File: src/rtl/cpu_pkg.sv
// -----------------------------------------------------------------------------
// cpu_pkg
// Purpose : shared types and constants for the LEGv8 fetch front end.
// Ports   : none (package)
// -----------------------------------------------------------------------------
package cpu_pkg;

  typedef enum logic [1:0] {
    S_BOOT  = 2'd0,
    S_RUN   = 2'd1,
    S_FAULT = 2'd2
  } fetch_state_t;

  // Architectural NOP, inserted into IF/ID for every bubble
  localparam logic [31:0] NOP_INSTR = 32'hD503201F;

  localparam int OPC_MSB = 31;
  localparam int OPC_LSB = 21;
  localparam int PC_INC  = 4;

endpackage : cpu_pkg

File: src/rtl/ifid_pipe_reg.sv
// -----------------------------------------------------------------------------
// ifid_pipe_reg
// Purpose : IF/ID pipeline register with hold and bubble control.
// Ports   :
//   clk        in   clock, all state on posedge
//   reset      in   synchronous active-high reset
//   en         in   1 = load this edge, 0 = hold contents
//   bubble     in   with en: load NOP / valid=0, keep stored PC
//   d_pc       in   PC of the incoming instruction
//   d_instr    in   incoming instruction word
//   q_pc       out  held PC
//   q_instr    out  held instruction
//   q_valid    out  1 = real instruction, 0 = bubble
// -----------------------------------------------------------------------------
module ifid_pipe_reg
  import cpu_pkg::*;
#(
  parameter int ADDR_W  = 64,
  parameter int INSTR_W = 32
) (
  input  logic               clk,
  input  logic               reset,
  input  logic               en,
  input  logic               bubble,
  input  logic [ADDR_W-1:0]  d_pc,
  input  logic [INSTR_W-1:0] d_instr,
  output logic [ADDR_W-1:0]  q_pc,
  output logic [INSTR_W-1:0] q_instr,
  output logic               q_valid
);

  logic [ADDR_W-1:0]  r_pc;
  logic [INSTR_W-1:0] r_instr;
  logic               r_valid;

  always_ff @(posedge clk) begin
    if (reset) begin
      r_pc    <= '0;
      r_instr <= INSTR_W'(NOP_INSTR);
      r_valid <= 1'b0;
    end else if (en) begin
      if (bubble) begin
        // PC of the squashed slot is left as-is
        r_instr <= INSTR_W'(NOP_INSTR);
        r_valid <= 1'b0;
      end else begin
        r_pc    <= d_pc;
        r_instr <= d_instr;
        r_valid <= 1'b1;
      end
    end
  end

  assign q_pc    = r_pc;
  assign q_instr = r_instr;
  assign q_valid = r_valid;

endmodule : ifid_pipe_reg

File: src/rtl/instr_fetch_stage.sv
// -----------------------------------------------------------------------------
// instr_fetch_stage
// Purpose : LEGv8 IF stage plus IF/ID register. Owns the PC, the fetch FSM,
//           the next-PC mux and (optionally) performance counters.
// Build option : define INSTR_FETCH_PERF_EN to add perf_fetched/perf_bubbles.
// Ports   :
//   clk          in   clock
//   reset        in   synchronous active-high reset
//   stall        in   hold PC and IF/ID (load-use hazard)
//   if_flush     in   squash the word being fetched
//   br_taken     in   branch resolved taken this cycle
//   br_target    in   redirect address, valid with br_taken
//   imem_addr    out  instruction memory address (= PC)
//   imem_rdata   in   instruction at imem_addr (combinational read)
//   ifid_pc      out  PC of the instruction in IF/ID
//   ifid_instr   out  instruction in IF/ID
//   ifid_opcode  out  ifid_instr[31:21]
//   ifid_valid   out  IF/ID holds a real instruction
//   fetch_fault  out  sticky misaligned-branch-target fault
//   perf_fetched out  (INSTR_FETCH_PERF_EN) valid IF/ID writes
//   perf_bubbles out  (INSTR_FETCH_PERF_EN) bubble IF/ID writes
//
// state   | meaning
// --------+-------------------------------------------------------------
// S_BOOT  | first cycle after reset: IF/ID gets a bubble, PC holds
// S_RUN   | normal fetch: branch > stall > flush > sequential
// S_FAULT | misaligned branch target seen: PC frozen, bubbles until reset
// -----------------------------------------------------------------------------
module instr_fetch_stage
  import cpu_pkg::*;
#(
  parameter int                ADDR_W   = 64,
  parameter int                INSTR_W  = 32,
  parameter logic [ADDR_W-1:0] RESET_PC = '0
) (
  input  logic               clk,
  input  logic               reset,
  input  logic               stall,
  input  logic               if_flush,
  input  logic               br_taken,
  input  logic [ADDR_W-1:0]  br_target,
  output logic [ADDR_W-1:0]  imem_addr,
  input  logic [INSTR_W-1:0] imem_rdata,
  output logic [ADDR_W-1:0]  ifid_pc,
  output logic [INSTR_W-1:0] ifid_instr,
  output logic [10:0]        ifid_opcode,
  output logic               ifid_valid,
`ifdef INSTR_FETCH_PERF_EN
  output logic [31:0]        perf_fetched,
  output logic [31:0]        perf_bubbles,
`endif
  output logic               fetch_fault
);

  fetch_state_t      r_state;
  logic [ADDR_W-1:0] r_pc;
  logic              r_fault;

  logic w_misaligned;
  logic w_ifid_en;
  logic w_ifid_bubble;

  assign w_misaligned = br_taken && (br_target[1:0] != 2'b00);

  // IF/ID load control; stall is the only case that holds the register
  always_comb begin
    w_ifid_en     = 1'b1;
    w_ifid_bubble = 1'b1;
    if (r_state == S_RUN) begin
      if (br_taken) begin
        w_ifid_bubble = 1'b1;
      end else if (stall) begin
        w_ifid_en = 1'b0;
      end else if (if_flush) begin
        w_ifid_bubble = 1'b1;
      end else begin
        w_ifid_bubble = 1'b0;
      end
    end
  end

  always_ff @(posedge clk) begin
    if (reset) begin
      r_state <= S_BOOT;
      r_pc    <= RESET_PC;
      r_fault <= 1'b0;
    end else begin
      case (r_state)
        S_BOOT: begin
          r_state <= S_RUN;
        end
        S_RUN: begin
          if (w_misaligned) begin
            r_fault <= 1'b1;
            r_state <= S_FAULT;
          end else if (br_taken) begin
            r_pc <= br_target;
          end else if (!stall) begin
            // flush and sequential both advance; wraps at 2^ADDR_W
            r_pc <= r_pc + ADDR_W'(PC_INC);
          end
        end
        S_FAULT: begin
          r_state <= S_FAULT;
        end
        default: begin
          r_state <= S_BOOT;
        end
      endcase
    end
  end

  ifid_pipe_reg #(
    .ADDR_W  (ADDR_W),
    .INSTR_W (INSTR_W)
  ) u_ifid (
    .clk     (clk),
    .reset   (reset),
    .en      (w_ifid_en),
    .bubble  (w_ifid_bubble),
    .d_pc    (r_pc),
    .d_instr (imem_rdata),
    .q_pc    (ifid_pc),
    .q_instr (ifid_instr),
    .q_valid (ifid_valid)
  );

`ifdef INSTR_FETCH_PERF_EN
  logic [31:0] r_perf_fetched;
  logic [31:0] r_perf_bubbles;

  always_ff @(posedge clk) begin
    if (reset) begin
      r_perf_fetched <= '0;
      r_perf_bubbles <= '0;
    end else if (w_ifid_en) begin
      if (w_ifid_bubble) r_perf_bubbles <= r_perf_bubbles + 32'd1;
      else               r_perf_fetched <= r_perf_fetched + 32'd1;
    end
  end

  assign perf_fetched = r_perf_fetched;
  assign perf_bubbles = r_perf_bubbles;
`endif

  assign imem_addr   = r_pc;
  assign ifid_opcode = ifid_instr[OPC_MSB:OPC_LSB];
  assign fetch_fault = r_fault;

endmodule : instr_fetch_stage

File: config.mk
export PLATFORM = sky130hd
export DESIGN_NAME = instr_fetch_stage
export DESIGN_NICKNAME = d
export VERILOG_FILES = /design/src/rtl/cpu_pkg.sv /design/src/rtl/ifid_pipe_reg.sv /design/src/rtl/instr_fetch_stage.sv
export SDC_FILE = /design/constraint.sdc
export NUM_CORES = 1
export LEC_CHECK = 0
export CAP_MARGIN = 20
export CORE_ASPECT_RATIO = 0.5
export CORE_MARGIN = 2
export CORE_UTILIZATION = 40
export CTS_CLUSTER_DIAMETER = 100
export DETAILED_ROUTE_END_ITERATION = 8
export PLACE_DENSITY = 0.8
export SLEW_MARGIN = 30
export SYNTH_ARGS = -nofsm -noshare
export SYNTH_HDL_FRONTEND = slang
export SYNTH_SLANG_ARGS = --single-unit
File: constraint.sdc
create_clock -name clk -period 5.4 [get_ports clk]
set_clock_uncertainty 0.1 [all_clocks]
set_input_delay 1.08 -clock clk [delete_from_list [all_inputs] [get_ports clk]]
set_output_delay 1.08 -clock clk [all_outputs]
set_load 0.1 [all_outputs]
* Yosys cells after proc, flatten, opt, wreduce, memory -nomap -nowiden
Cells that the tools add are included.
Word-level totals: flip-flop bits (word level) 164, input port bits 101, output and inout port bits 173, logic and storage cells 32
Cells by class: $add $sub $neg 1, equality and inequality tests 4, mux-type cells 13, bitwise operators 2, reductions and logical operators 6
Operators by type and width (number):
- two-way mux 64 bit | 2
- adder 64 x 3 -> 64 bit, second input constant | 1
- two-way mux 32 bit | 1
- two-way mux 1 bit | 8
- case mux 2 bit (3 select lines) | 1
- AND reduction 2 bit | 2
- AND reduction 3 bit | 1
- == test 2 x 1 -> 1 bit, second input constant | 1
- == test 2 bit, second input constant | 1
- logical NOT 2 bit | 1
- two-way mux 2 bit | 1
- inequality test 2 x 1 -> 1 bit, second input constant | 1
- inequality test 2 bit, second input constant | 1
- NOT 1 bit | 2
- nonzero test 2 bit | 1
- logical AND 1 bit | 1

* Depth between registers and ports, before layout
Gate-level depths: netlist of the first run.
depth in word-level cells 6, gate-level depth with buffers 10, depth with buffers taken out 7

* By module
From an unflattened synthesis of the first run, not the netlist that was laid out.
Unflattened totals: cell total of the unflattened synthesis 1067, area total of the unflattened synthesis 8864.8 um^2
By module, submodules not included:
- instr_fetch_stage | times used 1, cells each 630, area each 4591.9 um^2, seq. area each 1341.3 um^2
- ifid_pipe_reg | times used 1, cells each 437, area each 4272.8 um^2, seq. area each 1941.9 um^2

* Worst setup path before layout of the first run
Ideal clock, no wire load.
path type register -> register, from register r_pc[2], in the netlist imem_addr[2], to register r_pc[58], in the netlist imem_addr[58], library setup time 74 ps, arrival time 2808 ps, data required time 5226 ps, slack 2418 ps, cell stages (with the launch flop) 8, buffers on the path 1, period minus slack after synthesis 2982 ps, cell sequence dfxtp_1 -> ha_1 -> nand3_1 -> nor4_4 -> buf_6 -> nand3_2 -> or4_1 -> a31oi_1
Between the ends: word-level cells in the longest chain between the ends 3
RTL lines:
- from (decl) | line instr_fetch_stage.sv:56 | logic [ADDR_W-1:0] r_pc;
- from (signal assigned) | line instr_fetch_stage.sv:97 | r_pc <= br_target;
- from (signal assigned) | line instr_fetch_stage.sv:100 | r_pc <= r_pc + ADDR_W'(PC_INC);
- adder 64 x 3 -> 64 bit | line instr_fetch_stage.sv:100
- two-way mux 64 bit | line instr_fetch_stage.sv:98 | end else if (!stall) begin
- two-way mux 64 bit | line instr_fetch_stage.sv:96 | end else if (br_taken) begin
Every way passes these cells. The select of a mux whose other input is x is not followed. A chain may end at the register's enable or synchronous reset.

* Worst setup path after layout of the first run
from register r_pc[2], in the netlist imem_addr[2], to register r_pc[54], in the netlist imem_addr[54]
The elaborated chain is that of the path after synthesis.

==> flow_metrics.tcl, run 1 <==
set metrics [dict create \
    synth_area_leader_cell "dfxtp_1" \
    synthesis.nets 1139 \
    worstHoldPathType "flop to flop" \
    max_freq_ghz 0.288 \
    slew_violations 0 \
    slew_headroom_pct 32.0 \
    core_sq_um 19500 \
    fill_cells 1773 \
    yosysWarnings 0 \
    synth_edf_count 0 \
    hold_viol 0 \
    min_period_over_period_pct 64.4 \
    clk_root_buffer_cell "clkbuf_16" \
    cts_buffer_depth 2 \
    antenna_found_initial 0 \
    crit_required_ps 5660 \
    critPathKind "flop to flop" \
    cts_made_buffers 17 \
    n_antenna_cell 0 \
    synthCells 1035 \
    clkTransAtPathRegs_ps 70 \
    port_buffers 273 \
    cp_slowest_cell "nor4_4" \
    synth.area.top_cells "dfxtp_1, nand2_1, a21oi_1" \
    cts.repair.resized 0 \
    first_global_vias 8521 \
    fin_ws_ps 1920 \
    wirelength_mm 30.2 \
    area_growth_pct 42.1 \
    place_ws_ps 1570 \
    outcome "complete, no violations" \
    maxCapViolCount 0 \
    setup_tns_ps 0 \
    clock_latency_ps 440 \
    final_common_cell "clkdlybuf4s50_1" \
    grt_overflow 0 \
    syn_area_per_cell_sq_um 7.75 \
    final_cell_mix "clkdlybuf4s50_1, nand2_1, dfxtp_1" \
    seq_area_sq_um 3280 \
    drive_gt1_share_pct 5.48 \
    multi_input_comb_area_sq_um 4290 \
    crit_buf_inv 0 \
    vias 9054 \
    drc_errors 0 \
    power.total_uw 3310 \
    grt_pass1_wl_mm 46.9 \
    post_cts_buffers 0 \
    ys_seq_elements 164 \
    initial_utilization_pct 41.1 \
    min_period_ps 3480 \
    synth_top_area_share_pct 40.9 \
    final_net_count 1350 \
    ys_async_sr_fraction_pct 0 \
    firstDrtPassIters 6 \
    ant_nets 0 \
    viasPerCell 5.94 \
    die_y_um 104 \
    startpoint_type "flop" \
    p_leak_uw 0.00369 \
    critical_path_arrival_ps 3740 \
    detail_route.wl_per_cell_um 19.8 \
    dr.first_iter.drc_count 1007 \
    netlist-cell-type-count 64 \
    cp-end-kind "flop" \
    synth_area_sq_um 8030 \
    yosys_most_used_dff "dfxtp_1" \
    hpwlAfterDp_mm 21.5 \
    grt_util_all_layers_pct 27.8 \
    worst_path_largest_cell_delay_ps 860 \
    power.density_nw_per_um2 291 \
    grt_max_degree 64 \
    worstMarginPinSlew_ps 1020 \
    hold_buffers 0 \
    dieArea_sq_um 21300 \
    clock-sinks 164 \
    seq_area_frac_synth_pct 40.9 \
    gp_congestion 0.924 \
    grt_setup_unrepaired "no" \
    cts_tree "yes" \
    crit_fanout 12 \
    std_cell_rows 36 \
    setup_viol 0 \
    ioPinCount 274 \
    die_w_um 204 \
    peakVddDrop_uv 217 \
    cts-htree-levels 4 \
    critPathTopFamily "simple AND/OR/NAND/NOR gates" \
    crit_chain "ha_1, nand3_1, nor4_4, nand4_1, or4_1, o211ai_1" \
]
==> cells in the mapped netlist (9+ instances only) <==
master / instances
or4_1: 14
o22ai_1: 14
nand4_1: 48
buf_1: 11
dfxtp_1: 164
a31oi_1: 28
a21oi_1: 92
and3_1: 21
buf_2: 10
and2_1: 9
buf_4: 11
nor2_1: 66
inv_1: 10
clkbuf_1: 65
nand2_1: 202
or3_1: 12
nor4_1: 17
o211ai_1: 15
nor3_1: 13
o21ai_0: 28
a22oi_1: 26
nand3_1: 49
==> sequential cells by signal (all words and copies together) (netlist names) <==
register and flops:
imem_addr 64, u_ifid.q_pc 64, u_ifid.q_instr 32, r_state 2, fetch_fault 1, u_ifid.q_valid 1
==> worst min-delay path, delay by kind of cell, from the launching register on <==
| family | cells | cell delay [ps] |
|---|---|---|
| flip-flops | 1 | 310 |
| AO/OA/AOI/OAI | 1 | 50 |
| AND/OR/NAND/NOR | 1 | 50 |
==> cells by family (layout without fill, tap and decap cells) <==
kind of cell | Yosys count | after routing | synth area share (%)
mux | 8 | 8 | 1.01
buf+inv | 110 | 333 | 5.94
compound gates | 264 | 264 | 21.1
simple gates | 486 | 486 | 30.6
flops | 164 | 164 | 40.9
fa+ha+maj | 3 | 3 | 0.468
==> final cells by class <==
type	instances	share of cell area, %
timing repair buffer	292	25.2
clock buffer	21	3.95
sequential	164	28.8
tap	266	2.92
inverter	10	0.329
clock inverter	10	1.16
multi-input combinational	761	37.6
==> power by group <==
part           internal, uW  switching, uW  total [uW]
Clock                   733            502        1230
Sequential             1250           80.2        1330
Combinational           221            523         745
==> path summary, 6_finish.rpt <==
check	from	to	slack (ps)	depth (start not counted)
worst min-delay path	u_ifid.q_pc[41]	u_ifid.q_pc[41]	350	2
worst min register to register	u_ifid.q_pc[41]	u_ifid.q_pc[41]	350	2
worst max-delay path	imem_addr[2]	imem_addr[54]	1920	6
worst max register to register	imem_addr[2]	imem_addr[54]	1920	6
==> per-layer routing <==
layer | GRT usage [%] | wire length, um
met5 | 0 | 0
met4 | 10.1 | 676
met3 | 7.86 | 2780
met2 | 43.6 | 14000
met1 | 36.3 | 12800
==> stage by stage <==
step	std cells	instance area (sq um)	util, %	hold slack [ps]
after floorplan	1035	8030	-	344
after global placement	1493	10800	55.4	335
after detailed placement	1493	10800	55.4	346
after CTS	1524	11400	58.3	355
after global routing	1524	11400	58.3	372
final	1524	11400	58.3	353
Note: power is estimated with default switching activity, not from simulation.
==> run 2: changes to the inputs <==
PLACE_DENSITY = 0.83   (was 0.8)
clock period = 2.8 ns   (was 5.4 ns; I/O delays follow)
==> run 2 against run 1 <==
Via count grew 2.0%. Cell area about the same. Count of clock-buffer cells in the layout shrank 4. Final cell count is 2.8% higher. Total power is 94% higher. Non-clock buffer count is 42 higher. Sequential power increased by 91%. Maximum frequency rose by 35%. Die area did not move. Wire length increased by 3.6%.
==> flow_metrics.tcl, run 2 (synthesis gave the netlist of run 1 again) <==
set metrics [dict create \
    slew_headroom_pct 47.5 \
    grt_util_all_layers_pct 28.8 \
    drive_gt1_share_pct 22.8 \
    worstHoldEndpoint "u_ifid.q_pc[12]" \
    clock-sinks 164 \
    worstMarginPinSlew_ps 788 \
    placed_area_sq_um 10800 \
    first_global_vias 8664 \
    design_area_sq_um 11400 \
    final_common_cell "buf_4" \
    ant_nets 0 \
    core_sq_um 19500 \
    holdPathStages 2 \
    cts_tree "yes" \
    critical_path_arrival_ps 2840 \
    dieArea_sq_um 21300 \
    hold_buffers 0 \
    power.density_nw_per_um2 565 \
    rr_endpoint "imem_addr[46]" \
    dr.first_iter.drc_count 1088 \
    p_leak_uw 0.00426 \
    wirelength_mm 31.3 \
    antenna_found_initial 0 \
    cts-htree-levels 4 \
    viasPerCell 5.89 \
    clk_root_buffer_cell "clkbuf_16" \
    vias 9237 \
    timing.critical_path.from "imem_addr[2]" \
    hold_viol 0 \
    rrSetupSlack_ps 220 \
    firstDrtPassIters 8 \
    multi_input_comb_area_sq_um 4290 \
    cts.repair.resized 0 \
    peakVddDrop_uv 452 \
    cts_buffer_depth 2 \
    crit_fanout 9 \
    ioPinCount 274 \
    area_growth_pct 42.1 \
    final_cell_mix "buf_4, nand2_1, dfxtp_1" \
    cts_made_buffers 17 \
    std_cell_rows 36 \
    min_period_ps 2580 \
    startpoint_type "flop" \
    clock_latency_ps 440 \
    critPathKind "flop to flop" \
    post_cts_buffers 0 \
    cp-end-kind "flop" \
    slew_violations 0 \
    initial_utilization_pct 41.1 \
    port_buffers 273 \
    die_y_um 104 \
    outcome "complete, no violations" \
    min_period_over_period_pct 92.2 \
    setup_viol 0 \
    worstHoldPathType "flop to flop" \
    grt_overflow 0 \
    seq_area_sq_um 3290 \
    drc_errors 0 \
    detail_route.wl_per_cell_um 20.0 \
    final_net_count 1392 \
    grt_pass1_wl_mm 48.3 \
    grt_setup_unrepaired "no" \
    dp_cells 1535 \
    max_freq_ghz 0.387 \
    grt_max_degree 139 \
    clkTransAtPathRegs_ps 70 \
    reg2reg_from "imem_addr[2]" \
    fill_cells 1777 \
    worstHoldStart "u_ifid.q_pc[12]" \
    maxCapViolCount 0 \
    rr_worst_depth 6 \
    hpwlAfterDp_mm 22.6 \
    gp_congestion 1.00 \
    setup_tns_ps 0 \
    n_antenna_cell 0 \
    die_w_um 204 \
    crit_required_ps 3060 \
    stdcell_count 1567 \
    fin_util_pct 58.3 \
]
-- run 2: worst max path at each step --
stage	endpoint	slack (ps)	cells past startpoint
final	imem_addr[46]	220	6
after detailed placement	imem_addr[29]	160	6
after global routing	imem_addr[46]	30	6
after floorplan	imem_addr[58]	4	7
after global placement	imem_addr[29]	210	6
after CTS	imem_addr[46]	260	6
-- run 2: report_power, final --
group,switching (uW),internal (uW)
combinational,1060,462
clock,1050,1320
sequential,124,2420
total,2230,4200
-- run 2: critical path, cell delays in order, from the launching register on --
cell and delay (ps):
dfxtp_2 410, ha_1 270, nand3_1 220, nor4_4 440, nand2_1 320, or4_1 550
a31oi_1 190
-- run 2: layer usage --
layer	track usage (%)	wire length, um
met2	46.0	14400
met1	38.7	13400
met4	7.97	561
met3	6.89	2980
met5	0	0
-- run 2: stage by stage --
stage                     worst slack (ps)  hold WS (ps)  total power (uW)
final                                  219           355              6440
after global routing                  30.7           375              6650
after CTS                              257           357              6440
after detailed placement               163           347              4100
after global placement                 209           337              4070
after floorplan                       4.28           344              3570
-- run 2: cell type report --
type	count	share of cell area [%]
clock inverters	15	1.36
repair buffers	334	25.1
multi-input cells	761	37.7
inverters	10	0.329
flip-flops and latches	164	28.9
well taps	266	2.92
clock buffers	17	3.73
